$ cat src/rtl/spi_slave_16.sv
// 16-bit SPI responder clocked by sclk: captures sdi into rx_data and shifts a preloaded word out on sdo.
// Optional frame-length checking (frame_err port) is enabled by defining SPI_SLAVE_FRAME_CHECK_EN.
//
// state    | meaning
// ---------+---------------------------------------------------------------
// ST_IDLE  | cs high: rearm bit counter, accept tx_load
// ST_SHIFT | cs low, fewer than 16 bits taken: shift both directions
// ST_FULL  | cs low, 16 bits taken (or frame began before reset release): discard
module spi_slave_16 (
  input  logic        sclk,
  input  logic        rst_n,
  input  logic        cs,
  input  logic        sdi,
  output logic        sdo,
  input  logic [15:0] tx_data,
  input  logic        tx_load,
  output logic        tx_busy,
  output logic [15:0] rx_data,
  output logic        rx_valid,
  input  logic        rx_ack,
  output logic        rx_overrun
`ifdef SPI_SLAVE_FRAME_CHECK_EN
  ,
  output logic        frame_err
`endif
);

  localparam logic [1:0] ST_IDLE  = 2'd0;
  localparam logic [1:0] ST_SHIFT = 2'd1;
  localparam logic [1:0] ST_FULL  = 2'd2;

  logic [15:0] tx_shift;
  // The bit shifted out of the top would never be read, so only 15 bits are held.
  logic [14:0] rx_shift;
  logic [4:0]  bit_cnt;
  logic        armed;
  logic [1:0]  state;
  logic        frame_done;

  // armed is cleared by reset and set by the first cs-high edge, so a frame
  // already in progress at reset release is swallowed as if it were full.
  always_comb begin
    state = ST_IDLE;
    if (!cs) begin
      if (armed && (bit_cnt != 5'd16)) state = ST_SHIFT;
      else                             state = ST_FULL;
    end
  end

  assign frame_done = (state == ST_SHIFT) && (bit_cnt == 5'd15);
  assign sdo        = ~cs & tx_shift[15];
  assign tx_busy    = ~cs;

  always_ff @(posedge sclk or negedge rst_n) begin
    if (!rst_n) begin
      tx_shift <= '0;
      rx_shift <= '0;
      bit_cnt  <= '0;
      armed    <= 1'b0;
    end else begin
      case (state)
        ST_IDLE: begin
          bit_cnt <= '0;
          armed   <= 1'b1;
          if (tx_load) tx_shift <= tx_data;
        end
        ST_SHIFT: begin
          rx_shift <= {rx_shift[13:0], sdi};
          tx_shift <= {tx_shift[14:0], 1'b0};
          bit_cnt  <= bit_cnt + 5'd1;
        end
        default: bit_cnt <= 5'd16;
      endcase
    end
  end

  // Completion takes priority over an acknowledge on the same edge.
  always_ff @(posedge sclk or negedge rst_n) begin
    if (!rst_n) begin
      rx_data    <= '0;
      rx_valid   <= 1'b0;
      rx_overrun <= 1'b0;
    end else if (frame_done) begin
      rx_data    <= {rx_shift, sdi};
      rx_valid   <= 1'b1;
      rx_overrun <= ~rx_ack & (rx_overrun | rx_valid);
    end else if (rx_ack) begin
      rx_valid   <= 1'b0;
      rx_overrun <= 1'b0;
    end
  end

`ifdef SPI_SLAVE_FRAME_CHECK_EN
  logic short_frame;
  logic long_frame;

  assign short_frame = (state == ST_IDLE) && (bit_cnt != 5'd0) && (bit_cnt != 5'd16);
  assign long_frame  = (state == ST_FULL) && armed;

  always_ff @(posedge sclk or negedge rst_n) begin
    if (!rst_n)                        frame_err <= 1'b0;
    else if (short_frame || long_frame) frame_err <= 1'b1;
    else if (rx_ack)                    frame_err <= 1'b0;
  end
`endif

endmodule

$ cat config.mk
export PLATFORM = sky130hd
export DESIGN_NAME = spi_slave_16
export DESIGN_NICKNAME = d
export VERILOG_FILES = /design/src/rtl/spi_slave_16.sv
export SDC_FILE = /design/constraint.sdc
export NUM_CORES = 1
export LEC_CHECK = 0
export ABC_AREA = 1
export BUFFER_PORTS_ARGS = -buffer_cell sky130_fd_sc_hd__buf_2
export CORE_MARGIN = 2
export CORE_UTILIZATION = 55
export CTS_BUF_LIST = sky130_fd_sc_hd__clkbuf_4 sky130_fd_sc_hd__clkbuf_8
export CTS_CLUSTER_SIZE = 30
export DETAILED_ROUTE_END_ITERATION = 12
export GPL_TIMING_DRIVEN = 0
export HOLD_SLACK_MARGIN = 0.1
export PLACE_DENSITY = 0.76
export RECOVER_POWER = 50
export SLEW_MARGIN = 20
export SYNTH_ARGS = -nofsm -noshare
export SYNTH_HDL_FRONTEND = slang
export SYNTH_SLANG_ARGS = --single-unit
$ cat constraint.sdc
create_clock -name sclk -period 3.1 [get_ports sclk]
set_input_delay 0.155 -clock sclk [delete_from_list [all_inputs] [get_ports sclk]]
set_output_delay 0.155 -clock sclk [all_outputs]
set_load 0.02 [all_outputs]
* Word-level counts from Yosys, hierarchy flattened
Index checks and enable logic that the tools add are counted.
** Word-level totals
- Flip-flop bits (word level) :: 55
- Input port bits :: 22
- Output and inout bits :: 20
- Logic and storage cells :: 31
** Cells by class
- Add/subtract/negate cells :: 1
- Eq/ne operators :: 4
- Muxes and demuxes :: 8
- Bitwise gates (word level) :: 5
- Reductions and logical operators :: 6
** Operators with widths (count)
- $pmux W16 S2 :: 1
- $mux W16 :: 1
- $pmux W5 S2 :: 1
- $add A5 B1 Y5 const B :: 1
- $eq A5 B4 Y1 const B :: 1
- $ne A5 B5 Y1 const B :: 1
- $mux W2 :: 2
- $reduce_bool A2 Y1 :: 2
- $mux W1 :: 3
- $and A1 B1 Y1 :: 2
- $eq A2 B1 Y1 const B :: 1
- $logic_and A1 B1 Y1 :: 2
- $logic_not A2 Y1 :: 1
- $ne A2 B2 Y1 const B :: 1
- $not A1 Y1 :: 2
- $reduce_and A2 Y1 :: 1
- $or A1 B1 Y1 :: 1

* Longest topological paths before layout
Gate-level depths: netlist of run 1.
- Depth in word-level cells :: 7
- Depth in mapped cells :: 10
- Depth with buffers taken out :: 9

* Worst setup path after synthesis of run 1
No wires, ideal clock.
- Path kind :: register to register
- Start :: register bit_cnt[0]
- End :: register rx_data[11]
- Library setup time :: 0.116 ns
- Data arrival time :: 1.290 ns
- Required time :: 2.984 ns
- Setup slack :: 1.693 ns
- Cell stages (with the launch flop) :: 9
- Buffers on the path :: 1
- Period minus slack after synthesis :: 1.407 ns
- Cell sequence :: dfrtp_1 -> ha_1 -> inv_1 -> nor2_1 -> ha_1 -> nand4_4 -> buf_2 -> nand2_1 -> nand2_1
** Between the ends
- Word-level cells in the longest chain between the ends :: 6
- Elaborated cells on any way between the ends :: 7
- Classes of those cells :: eq/ne (3); mux (2); reduce/logical (2)
** Ends and longest elaborated chain
- start, declared :: RTL line 35 : logic [4:0] bit_cnt;
- start signal, assigned :: RTL line 70 : bit_cnt <= bit_cnt + 5'd1;
- $ne A5 B5 Y1 :: RTL line 45 : if (armed && (bit_cnt != 5'd16)) state = ST_SHIFT;
- $logic_and A1 B1 Y1 :: RTL line 45
- $mux W2 :: RTL line 45
- $mux W2 :: RTL line 44 : if (!cs) begin
- $eq A2 B1 Y1 :: RTL line 50 : assign frame_done = (state == ST_SHIFT) && (bit_cnt == 5'd15);
- $logic_and A1 B1 Y1 (*) :: RTL line 50
- end signal, assigned :: RTL line 84 : rx_data <= {rx_shift, sdi};
- end, declared :: RTL line 18 : output logic [15:0] rx_data,
Mark *: on every way between the ends. The rest lies on a longest branch, timed or not.
A chain may end at the register's enable or synchronous reset.

* Final worst setup path of run 1
- Start :: input port cs
- End :: output port tx_busy
** Between the ends
- Word-level cells in the longest chain between the ends :: 1
** Ends and longest elaborated chain
- start, declared :: RTL line 12 : input logic cs,
- $not A1 Y1 :: RTL line 52 : assign tx_busy = ~cs;
- end, declared :: RTL line 17 : output logic tx_busy,
No other way between the ends.

==> impl_metrics.tcl, run 1 <==
set metrics [dict create \
    cts-root-buf "clkbuf_8" \
    via_count 1898 \
    start_util 0.581 \
    cp_slowest_cell "dlygate4sd3_1" \
    yosys_register_bits 55 \
    syn-num-nets 282 \
    row_count 23 \
    rsz0062_at_grt "no" \
    layout-drive-gt1-share 0.173 \
    worstPathArrival_ns 1.64 \
    yosys.cell_types.count 22 \
    crit_type "in2out" \
    initialDrtViolationCount 151 \
    power.switching_w 0.000353 \
    power.share.clock 0.320 \
    maxCapViolCount 0 \
    core_um2 4060 \
    vdd_ir_drop_max_uv 356 \
    fin_nets 349 \
    hold_violations 0 \
    grt_pass1_wl_mm 8.29 \
    yosys.area.top_type_share 0.584 \
    slew_headroom 0.130 \
    cts.sinks 55 \
    grt_pass1_vias 1881 \
    cp_slowest_stage_delay_ns 0.53 \
    grt_max_degree 56 \
    seq_power_share 0.565 \
    dieArea_um2 4820 \
    cp-end-kind "primary output" \
    crit_top_cell "buf_2" \
    status "finished, final reports clean" \
    synth.largest_area_cell "dfrtp_1" \
    startpoint_type "primary input" \
    power.density_nw_per_um2 502 \
    routed_wl_mm 4.54 \
    ant_nets 0 \
    ys.warnings.count 0 \
    final_util 0.717 \
    switching_share 0.242 \
    io_buffers 41 \
    internal-power_w 0.00111 \
    setup_viol 0 \
    die_h_um 69.5 \
    hpwl_mm 3.06 \
    antenna-diode-count 0 \
    track_usage 0.214 \
    htreeDepth 2 \
    p_leak_nw 1.52 \
    tightestPinTransition_ns 1.31 \
    overflow 0 \
    syn_inst 257 \
    synth.area.top_cells "dfrtp_1 58%, nand2_1 14%, nand3_1 7.0%" \
    clock_latency_ns 0.31 \
    post_cts_resize_count 0 \
    hp-class "in2reg" \
    fmaxAchievable_ghz 0.558 \
    cts.path.max_buffers 2 \
    holdWs_ns 0.107 \
    wire_per_inst_um 12.1 \
    fin_crit_sh 0.579 \
    report.final.slew_viol_count 0 \
    cts_inserted_buffers 5 \
    clk_pin_slew_worst_paths_ns 0.09 \
    syn_area_per_cell_um2 9.17 \
    comb_power_share 0.114 \
    io_pins 42 \
    synth-seq-area-share 0.584 \
    die_w_um 69.5 \
    worstPathRequired_ns 2.94 \
    syn_area_um2 2360 \
    cts_tree "yes" \
    path_cells "dlygate4sd3_1 -> buf_2 -> inv_2 -> clkbuf_1 -> buf_2" \
    drc_errors 0 \
    viasPerCell 5.07 \
    setup_tns_ns 0 \
    post-cts-setup-buffers 0 \
    fin_crit_ns 1.79 \
    place.gp.congestion 0.779 \
    synthToLayoutAreaGrowth_pct 23.4 \
    antenna_found_initial 0 \
    critPathMaxFanout 10 \
    fin_skew_ns 0.00561 \
    first_pass_iters 4 \
]
-- cell families after synthesis --
group / share of synthesized area
simple gates: 0.292
flops: 0.584
buf+inv: 0.0605
compound gates: 0.0435
fa+ha+maj: 0.0159
xor+xnor: 0.00372
-- worst max-delay path: cells and delay by family --
kind | cells | cell delay (ns)
buffers and inverters | 5 | 1.47
-- timing repair --
item	4_1_cts	5_1_grt
setup endpoints to repair	0	0
hold endpoints to repair	74	0
hold buffers	19	0
-- layout make-up --
class	instances	area [um2]
multi-input cells	169	837
fillers	322	1150
clock inverters	1	30.0
well taps	50	62.6
repair buffers	60	384
flip-flops and latches	55	1380
inverters	20	75.1
clock buffers	6	76.3
plain buffers	13	66.3
-- power by group through the flow --
stage | sequential [W] | combinational, W | clock (W)
after floorplan | 0.000827 | 0.000101 | 0
after global placement | 0.000836 | 0.000145 | 0
after detailed placement | 0.000838 | 0.000151 | 0
after CTS | 0.000824 | 0.000169 | 0.000473
after global routing | 0.000835 | 0.000195 | 0.000507
final | 0.000825 | 0.000167 | 0.000468
-- sequential cells by signal, indices dropped and copies added, names as in the netlist --
signal / flops
rx_shift: 15
tx_shift: 16
rx_valid: 1
rx_data: 16
rx_overrun: 1
armed: 1
bit_cnt: 5
-- path summary, 6_finish.rpt --
path,to,startpoint,slack (ns),depth (start not counted)
min in group asynchronous,rx_data[9]$_DFFE_PN0P_,rst_n,0.68,2
max in group asynchronous,armed$_DFFE_PN0N_,rst_n,1.63,2
worst min-delay path,rx_overrun$_DFFE_PN0P_,rx_ack,0.11,4
worst max-delay path,tx_busy,cs,1.31,5
worst min register to register,rx_data[8]$_DFFE_PN0P_,rx_shift[7]$_DFFE_PN0N_,0.47,2
worst max register to register,rx_data[8]$_DFFE_PN0P_,bit_cnt[0]$_DFF_PN0_,1.43,8
-- per-layer routing --
layer | part of all wire | GRT usage | up-vias
li1 | - | - | 964
met1 | 0.46 | 0.266 | 883
met2 | 0.48 | 0.363 | 44
met3 | 0.050 | 0.0538 | 7
met4 | 0.013 | 0.0741 | 0
met5 | 0 | 0 | -
-- synthesized netlist by cell type, drive strengths merged --
library cell  number
a21oi              1
buf               10
clkbuf             3
dfrtp             55
ha                 3
inv               20
nand2             89
nand3             34
nand4             16
nor2               7
o21a               7
o21ai              9
or2                2
xor2               1
-- layout by cell type (no fill, tap or decap), types with 5 or more instances in the layout --
cell type,synthesis,routed
nand2_1,88,88
dfrtp_1,55,55
buf_2,9,39
nand3_1,33,33
inv_1,19,19
dlygate4sd3_1,0,19
nand4_1,15,15
clkbuf_1,3,13
o21a_1,7,7
o21ai_0,6,6
nor2_1,5,5
clkbuf_8,0,5
-- through the flow --
stage	cells	power [W]	cell area, um2	setup slack (ns)
6_report	374	0.00146	2910	1.31
5_1_grt	374	0.00154	2910	1.24
4_1_cts	374	0.00147	2920	1.33
3_5_place_dp	348	0.000989	2630	1.45
3_3_place_gp	348	0.000981	2620	1.50
2_1_floorplan	257	0.000928	2360	1.69
Note: power is estimated with default switching activity, not from simulation.
==> run 2, diff against run 1 <==
--- a/config.mk
+++ b/config.mk
@@ -8,13 +8,13 @@
 export ABC_AREA = 1
 export BUFFER_PORTS_ARGS = -buffer_cell sky130_fd_sc_hd__buf_2
 export CORE_MARGIN = 2
-export CORE_UTILIZATION = 55
+export CORE_UTILIZATION = 52
 export CTS_BUF_LIST = sky130_fd_sc_hd__clkbuf_4 sky130_fd_sc_hd__clkbuf_8
 export CTS_CLUSTER_SIZE = 30
 export DETAILED_ROUTE_END_ITERATION = 12
 export GPL_TIMING_DRIVEN = 0
 export HOLD_SLACK_MARGIN = 0.1
-export PLACE_DENSITY = 0.76
+export PLACE_DENSITY = 0.75
 export RECOVER_POWER = 50
 export SLEW_MARGIN = 20
 export SYNTH_ARGS = -nofsm -noshare
==> constraint.sdc (replaced) <==
create_clock -name sclk -period 1.5 [get_ports sclk]
set_input_delay 0.075 -clock sclk [delete_from_list [all_inputs] [get_ports sclk]]
set_output_delay 0.075 -clock sclk [all_outputs]
set_load 0.02 [all_outputs]
==> impl_metrics.tcl, run 2 (synthesized netlist as in run 1, its figures left out) <==
set metrics [dict create \
    status "complete, but fails checks" \
    violations "negative setup slack" \
    p_leak_nw 1.61 \
    cp_slowest_cell "dfrtp_1" \
    path_cells "ha_2 -> inv_2 -> nor2_2 -> ha_2 -> inv_2 -> nor2_4 -> buf_12 -> nand2_2 -> nand2_1" \
    globalRoute.busiestLayer "met2" \
    cp-end-kind "flop" \
    wire_per_inst_um 12.2 \
    io_buffers 41 \
    grt_pass1_wl_mm 8.03 \
    hp-class "in2reg" \
    clk_pin_slew_worst_paths_ns 0.09 \
    worstPathArrival_ns 1.77 \
    worstSetupPathDepth 9 \
    critPathMaxFanout 6 \
    row_count 24 \
    ant_nets 0 \
    cts_tree "yes" \
    track_usage 0.198 \
    gr-usage-met2 0.330 \
    antenna_found_initial 0 \
    cp-endpoint "rx_data[2]$_DFFE_PN0P_" \
    power.density_nw_per_um2 968 \
    fin_skew_ns 0.00542 \
    hold_violations 0 \
    clock_latency_ns 0.31 \
    fill_cells 325 \
    most-common-layout-cells "74 x nand2_1, 55 x dfrtp_1, 45 x buf_2" \
    die_h_um 71.3 \
    slew_headroom 0.516 \
    worst_slack_ns -0.0141 \
    top_regs "rx_data (16), tx_shift (16), rx_shift (15)" \
    dieArea_um2 5090 \
    initialDrtViolationCount 133 \
    first_pass_iters 4 \
    cts_inserted_buffers 5 \
    holdWs_ns 0.197 \
    place.gp.congestion 0.790 \
    worstPathRequired_ns 1.75 \
    fin_crit_sh 1.01 \
    r2r_setup_slack_ns -0.01 \
    rr_endpoint "rx_data[2]$_DFFE_PN0P_" \
    cts.sinks 55 \
    vdd_ir_drop_max_uv 616 \
    layout-drive-gt1-share 0.281 \
    grt_util_met3 0.0478 \
    grt_use_met1 0.258 \
    tightestPinTransition_ns 0.726 \
    reg2reg_depth 9 \
    antenna-diode-count 0 \
    via_count 1899 \
    fin_crit_ns 1.51 \
    layout_commonest_cell "nand2_1" \
    r2r_start "bit_cnt[0]$_DFF_PN0_" \
    register_area_um2 1380 \
    crit_type "reg2reg" \
    die_w_um 71.3 \
    core_um2 4350 \
    fmaxAchievable_ghz 0.660 \
    start_util 0.541 \
    report.final.slew_viol_count 0 \
    postPlaceCellArea_um2 2630 \
    io_pins 42 \
    htreeDepth 2 \
    crit_family "adder cells" \
    grt_pass1_vias 1832 \
    multi_input_area_um2 892 \
    routed_wl_mm 4.67 \
    crit_buf_inv 3 \
    viasPerCell 4.96 \
    critPathLaunch "bit_cnt[0]$_DFF_PN0_" \
    final_cell_area_um2 3060 \
    startpoint_type "flop" \
    fin_nets 355 \
    hpwl_mm 2.95 \
    cp_slowest_stage_delay_ns 0.41 \
    grt_max_degree 56 \
    cts.path.max_buffers 2 \
    maxCapViolCount 0 \
    drc_errors 0 \
    synthToLayoutAreaGrowth_pct 29.7 \
    cts-root-buf "clkbuf_8" \
    rsz0062_at_grt "yes" \
    setup_viol 6 \
    overflow 0 \
]
==> run 2: how the worst min path moves through the flow <==
stage | cells after the start | end | slack (ns) | start
final | 4 | tx_shift[1]$_DFFE_PN0P_ | 0.20 | cs
after global routing | 4 | tx_shift[1]$_DFFE_PN0P_ | 0.24 | cs
after CTS | 4 | tx_shift[1]$_DFFE_PN0P_ | 0.20 | cs
after detailed placement | 1 | rx_data[11]$_DFFE_PN0P_ | 0.16 | rst_n
after global placement | 3 | tx_shift[0]$_DFFE_PN0P_ | 0.29 | tx_data[0]
after floorplan | 0 | armed$_DFFE_PN0N_ | -0.22 | rst_n
==> run 2: per-layer routing <==
layer | routed length, um | share of wire
met2 | 2360 | 0.50
met3 | 203 | 0.043
met4 | 58 | 0.012
met1 | 2050 | 0.44
met5 | 0 | 0
==> run 2: through the flow <==
stage	cells	setup WS (ns)	setup TNS, ns	util	power, W
after floorplan	257	0.0931	0	-	0.00192
after CTS	382	0.00271	0	0.684	0.00296
final	383	-0.0141	-0.0450	0.702	0.00296
after detailed placement	350	-0.110	-1.07	0.604	0.00204
after global placement	350	-0.0993	-0.925	0.603	0.00203
after global routing	383	-0.109	-2.75	0.702	0.00311
==> run 2: worst min-delay path, cell delays in order <==
cell and delay (ns):
buf_2 0.11, inv_2 0.10, nand4_1 0.11, nand3_1 0.07
==> run 2: power by group <==
part	switching [W]	leakage, nW	internal [W]	total [W]
Clock	0.000468	0.0505	0.000421	0.000888
Combinational	0.000187	0.863	0.000169	0.000355
Sequential	0.0000966	0.699	0.00162	0.00172
Total	0.000751	1.61	0.00221	0.00296
==> run 2: area by class of cell <==
class | instances | share of cell area
sequential | 55 | 0.450
multi-input combinational | 169 | 0.292
timing repair buffer | 66 | 0.151
clock buffer | 7 | 0.0315
buffer | 13 | 0.0266
inverter | 20 | 0.0246
tap | 52 | 0.0213
clock inverter | 1 | 0.00246
==> run 2: timing repair <==
action	4_1_cts	5_1_grt
buffers inserted	4	0
hold endpoints to repair	76	0
endpoints found under the setup margin	32	51
cloned	0	1
pin swaps	3	13
hold buffers	20	0
resized for setup	1	34
==> run 3, diff against run 2 <==
--- a/config.mk
+++ b/config.mk
@@ -7,6 +7,7 @@
 export LEC_CHECK = 0
 export ABC_AREA = 1
 export BUFFER_PORTS_ARGS = -buffer_cell sky130_fd_sc_hd__buf_2
+export CORE_ASPECT_RATIO = 1.5
 export CORE_MARGIN = 2
 export CORE_UTILIZATION = 52
 export CTS_BUF_LIST = sky130_fd_sc_hd__clkbuf_4 sky130_fd_sc_hd__clkbuf_8
@@ -15,7 +16,7 @@
 export GPL_TIMING_DRIVEN = 0
 export HOLD_SLACK_MARGIN = 0.1
 export PLACE_DENSITY = 0.75
-export RECOVER_POWER = 50
+export RECOVER_POWER = 100
 export SLEW_MARGIN = 20
 export SYNTH_ARGS = -nofsm -noshare
 export SYNTH_HDL_FRONTEND = slang
==> constraint.sdc (replaced) <==
create_clock -name sclk -period 1.5 [get_ports sclk]
set_input_delay 0.075 -clock sclk [delete_from_list [all_inputs] [get_ports sclk]]
set_output_delay 0.075 -clock sclk [all_outputs]
set_load 0.005 [all_outputs]
==> impl_metrics.tcl, run 3 (synthesized netlist as in run 1, its figures left out) <==
set metrics [dict create \
    fmaxAchievable_ghz 0.677 \
    fin_nets 358 \
    viasPerCell 5.20 \
    wire_per_inst_um 12.6 \
    cp_slowest_cell "dfrtp_1" \
    worstPathArrival_ns 1.68 \
    htreeDepth 2 \
    power.share.clock 0.314 \
    worstPathRequired_ns 1.71 \
    rsz0062_at_grt "yes" \
    cp_slowest_stage_delay_ns 0.39 \
    p_leak_nw 1.59 \
    cts_tree "yes" \
    cts_inserted_buffers 5 \
    cp-end-kind "flop" \
    cts.path.max_buffers 2 \
    cts-root-buf "clkbuf_8" \
    startpoint_type "flop" \
    layout-drive-gt1-share 0.216 \
    cts.sinks 55 \
    status "complete, but fails checks" \
    overflow 0 \
    postPlaceCellArea_um2 2620 \
    numPlacedInstances 346 \
    place.gp.congestion 0.740 \
    hp-class "in2reg" \
    track_usage 0.207 \
    register_area_um2 1380 \
    antenna_found_initial 0 \
    drc_errors 3 \
    crit_type "reg2reg" \
    maxCapViolCount 0 \
    comb_power_share 0.120 \
    switching_share 0.244 \
    io_buffers 41 \
    layoutNonFillerInstCount 381 \
    r2r_start "bit_cnt[0]$_DFF_PN0_" \
    critPathMaxFanout 10 \
    initialDrtViolationCount 82 \
    power.density_nw_per_um2 992 \
    grt_max_degree 56 \
    most-common-layout-cells "88 x nand2_1, 55 x dfrtp_1, 36 x buf_2" \
    final_cell_area_um2 3040 \
    min_from "cs" \
    die_h_um 86.4 \
    synthToLayoutAreaGrowth_pct 29.0 \
    fin_crit_sh 0.985 \
    fin_crit_ns 1.48 \
    internal-power_w 0.00228 \
    grt_pass1_wl_mm 8.21 \
    critPathLaunch "bit_cnt[0]$_DFF_PN0_" \
    via_count 1983 \
    io_pins 42 \
    grt_pass1_vias 1927 \
    top_regs "rx_data (16), tx_shift (16), rx_shift (15)" \
    holdWs_ns 0.221 \
    power.switching_w 0.000737 \
    core_um2 4430 \
    die_w_um 59.0 \
    routed_wl_mm 4.80 \
    hpwl_mm 2.97 \
    crit_family "flip-flops" \
    clk_pin_slew_worst_paths_ns 0.09 \
    fill_cells 363 \
    tightestPinTransition_ns 0.724 \
    hold_violations 0 \
    slew_headroom 0.517 \
    ant_nets 0 \
    seq_power_share 0.565 \
    antenna-diode-count 0 \
    crit_buf_inv 3 \
    dieArea_um2 5100 \
    multi_input_area_um2 860 \
    first_pass_iters 8 \
    report.final.slew_viol_count 0 \
    fin_skew_ns 0.00756 \
    vdd_ir_drop_max_uv 748 \
    crit_top_cell "inv_1" \
    row_count 30 \
    start_util 0.532 \
    violations "design-rule violations" \
    layout_commonest_cell "nand2_1" \
    path_cells "inv_1 -> ha_1 -> nand2_1 -> inv_1 -> nand2_4 -> nand3_4 -> clkbuf_4 -> o21a_1" \
    clock_latency_ns 0.31 \
    setup_viol 0 \
]
[run 3: power by group through the flow]
stage / Sequential [W] / Clock, W / Combinational [W]
2_1_floorplan: 0.00171 / 0 / 0.000204
3_3_place_gp: 0.00173 / 0 / 0.000295
3_5_place_dp: 0.00173 / 0 / 0.000308
4_1_cts: 0.00170 / 0.000964 / 0.000351
5_1_grt: 0.00172 / 0.00102 / 0.000413
6_report: 0.00171 / 0.000949 / 0.000363
[run 3: final timing paths]
kind | end | slack, ns | cells past startpoint
setup / recovery | rx_shift[13]$_DFFE_PN0N_ | 0.02 | 8
hold / removal | tx_shift[3]$_DFFE_PN0P_ | 0.22 | 4
setup reg to reg | rx_shift[13]$_DFFE_PN0N_ | 0.02 | 8
hold reg to reg | rx_data[4]$_DFFE_PN0P_ | 0.47 | 2
max in group asynchronous | rx_shift[0]$_DFFE_PN0N_ | 0.64 | 2
min in group asynchronous | rx_data[12]$_DFFE_PN0P_ | 0.39 | 2
[run 3: what timing repair did]
item	CTS	global route
gates cloned	0	1
hold buffers	20	0
hold endpoints to repair	76	0
pin swaps	2	5
resized for setup	3	16
endpoints found under the setup margin	21	48
setup buffers	4	3
[run 3: per-layer routing]
metal,track usage,wire (um),vias to the layer above
li1,-,-,981
met1,0.246,1960,934
met2,0.362,2550,56
met3,0.0433,197,12
met4,0.0744,96,0
met5,0,0,-
[run 3: area by class of cell]
| cell class | instances | area share |
|---|---|---|
| timing repair buffer | 69 | 0.157 |
| clock inverter | 2 | 0.0123 |
| buffer | 13 | 0.0284 |
| sequential | 55 | 0.453 |
| clock buffer | 5 | 0.0226 |
| inverter | 20 | 0.0247 |
| tap | 48 | 0.0198 |
| multi-input combinational | 169 | 0.283 |
[run 3: per-stage QoR]
step | total power, W | util | TNS [ns] | setup WS, ns
after CTS | 0.00302 | 0.673 | 0 | 0.0169
after floorplan | 0.00191 | - | 0 | 0.0961
after global routing | 0.00315 | 0.686 | -0.554 | -0.0299
after global placement | 0.00202 | 0.592 | -0.924 | -0.0975
final | 0.00302 | 0.686 | 0 | 0.0231
after detailed placement | 0.00204 | 0.592 | -1.04 | -0.116
[run 3: worst reg2reg max path, delay by kind of cell, from the launching register on]
family / cells / cell delay (ns)
and+or+nand+nor: 3 / 0.28
buffers and inverters: 3 / 0.34
AOI/OAI and AO/OA: 1 / 0.18
DFF: 1 / 0.39
adders and majority gates: 1 / 0.19
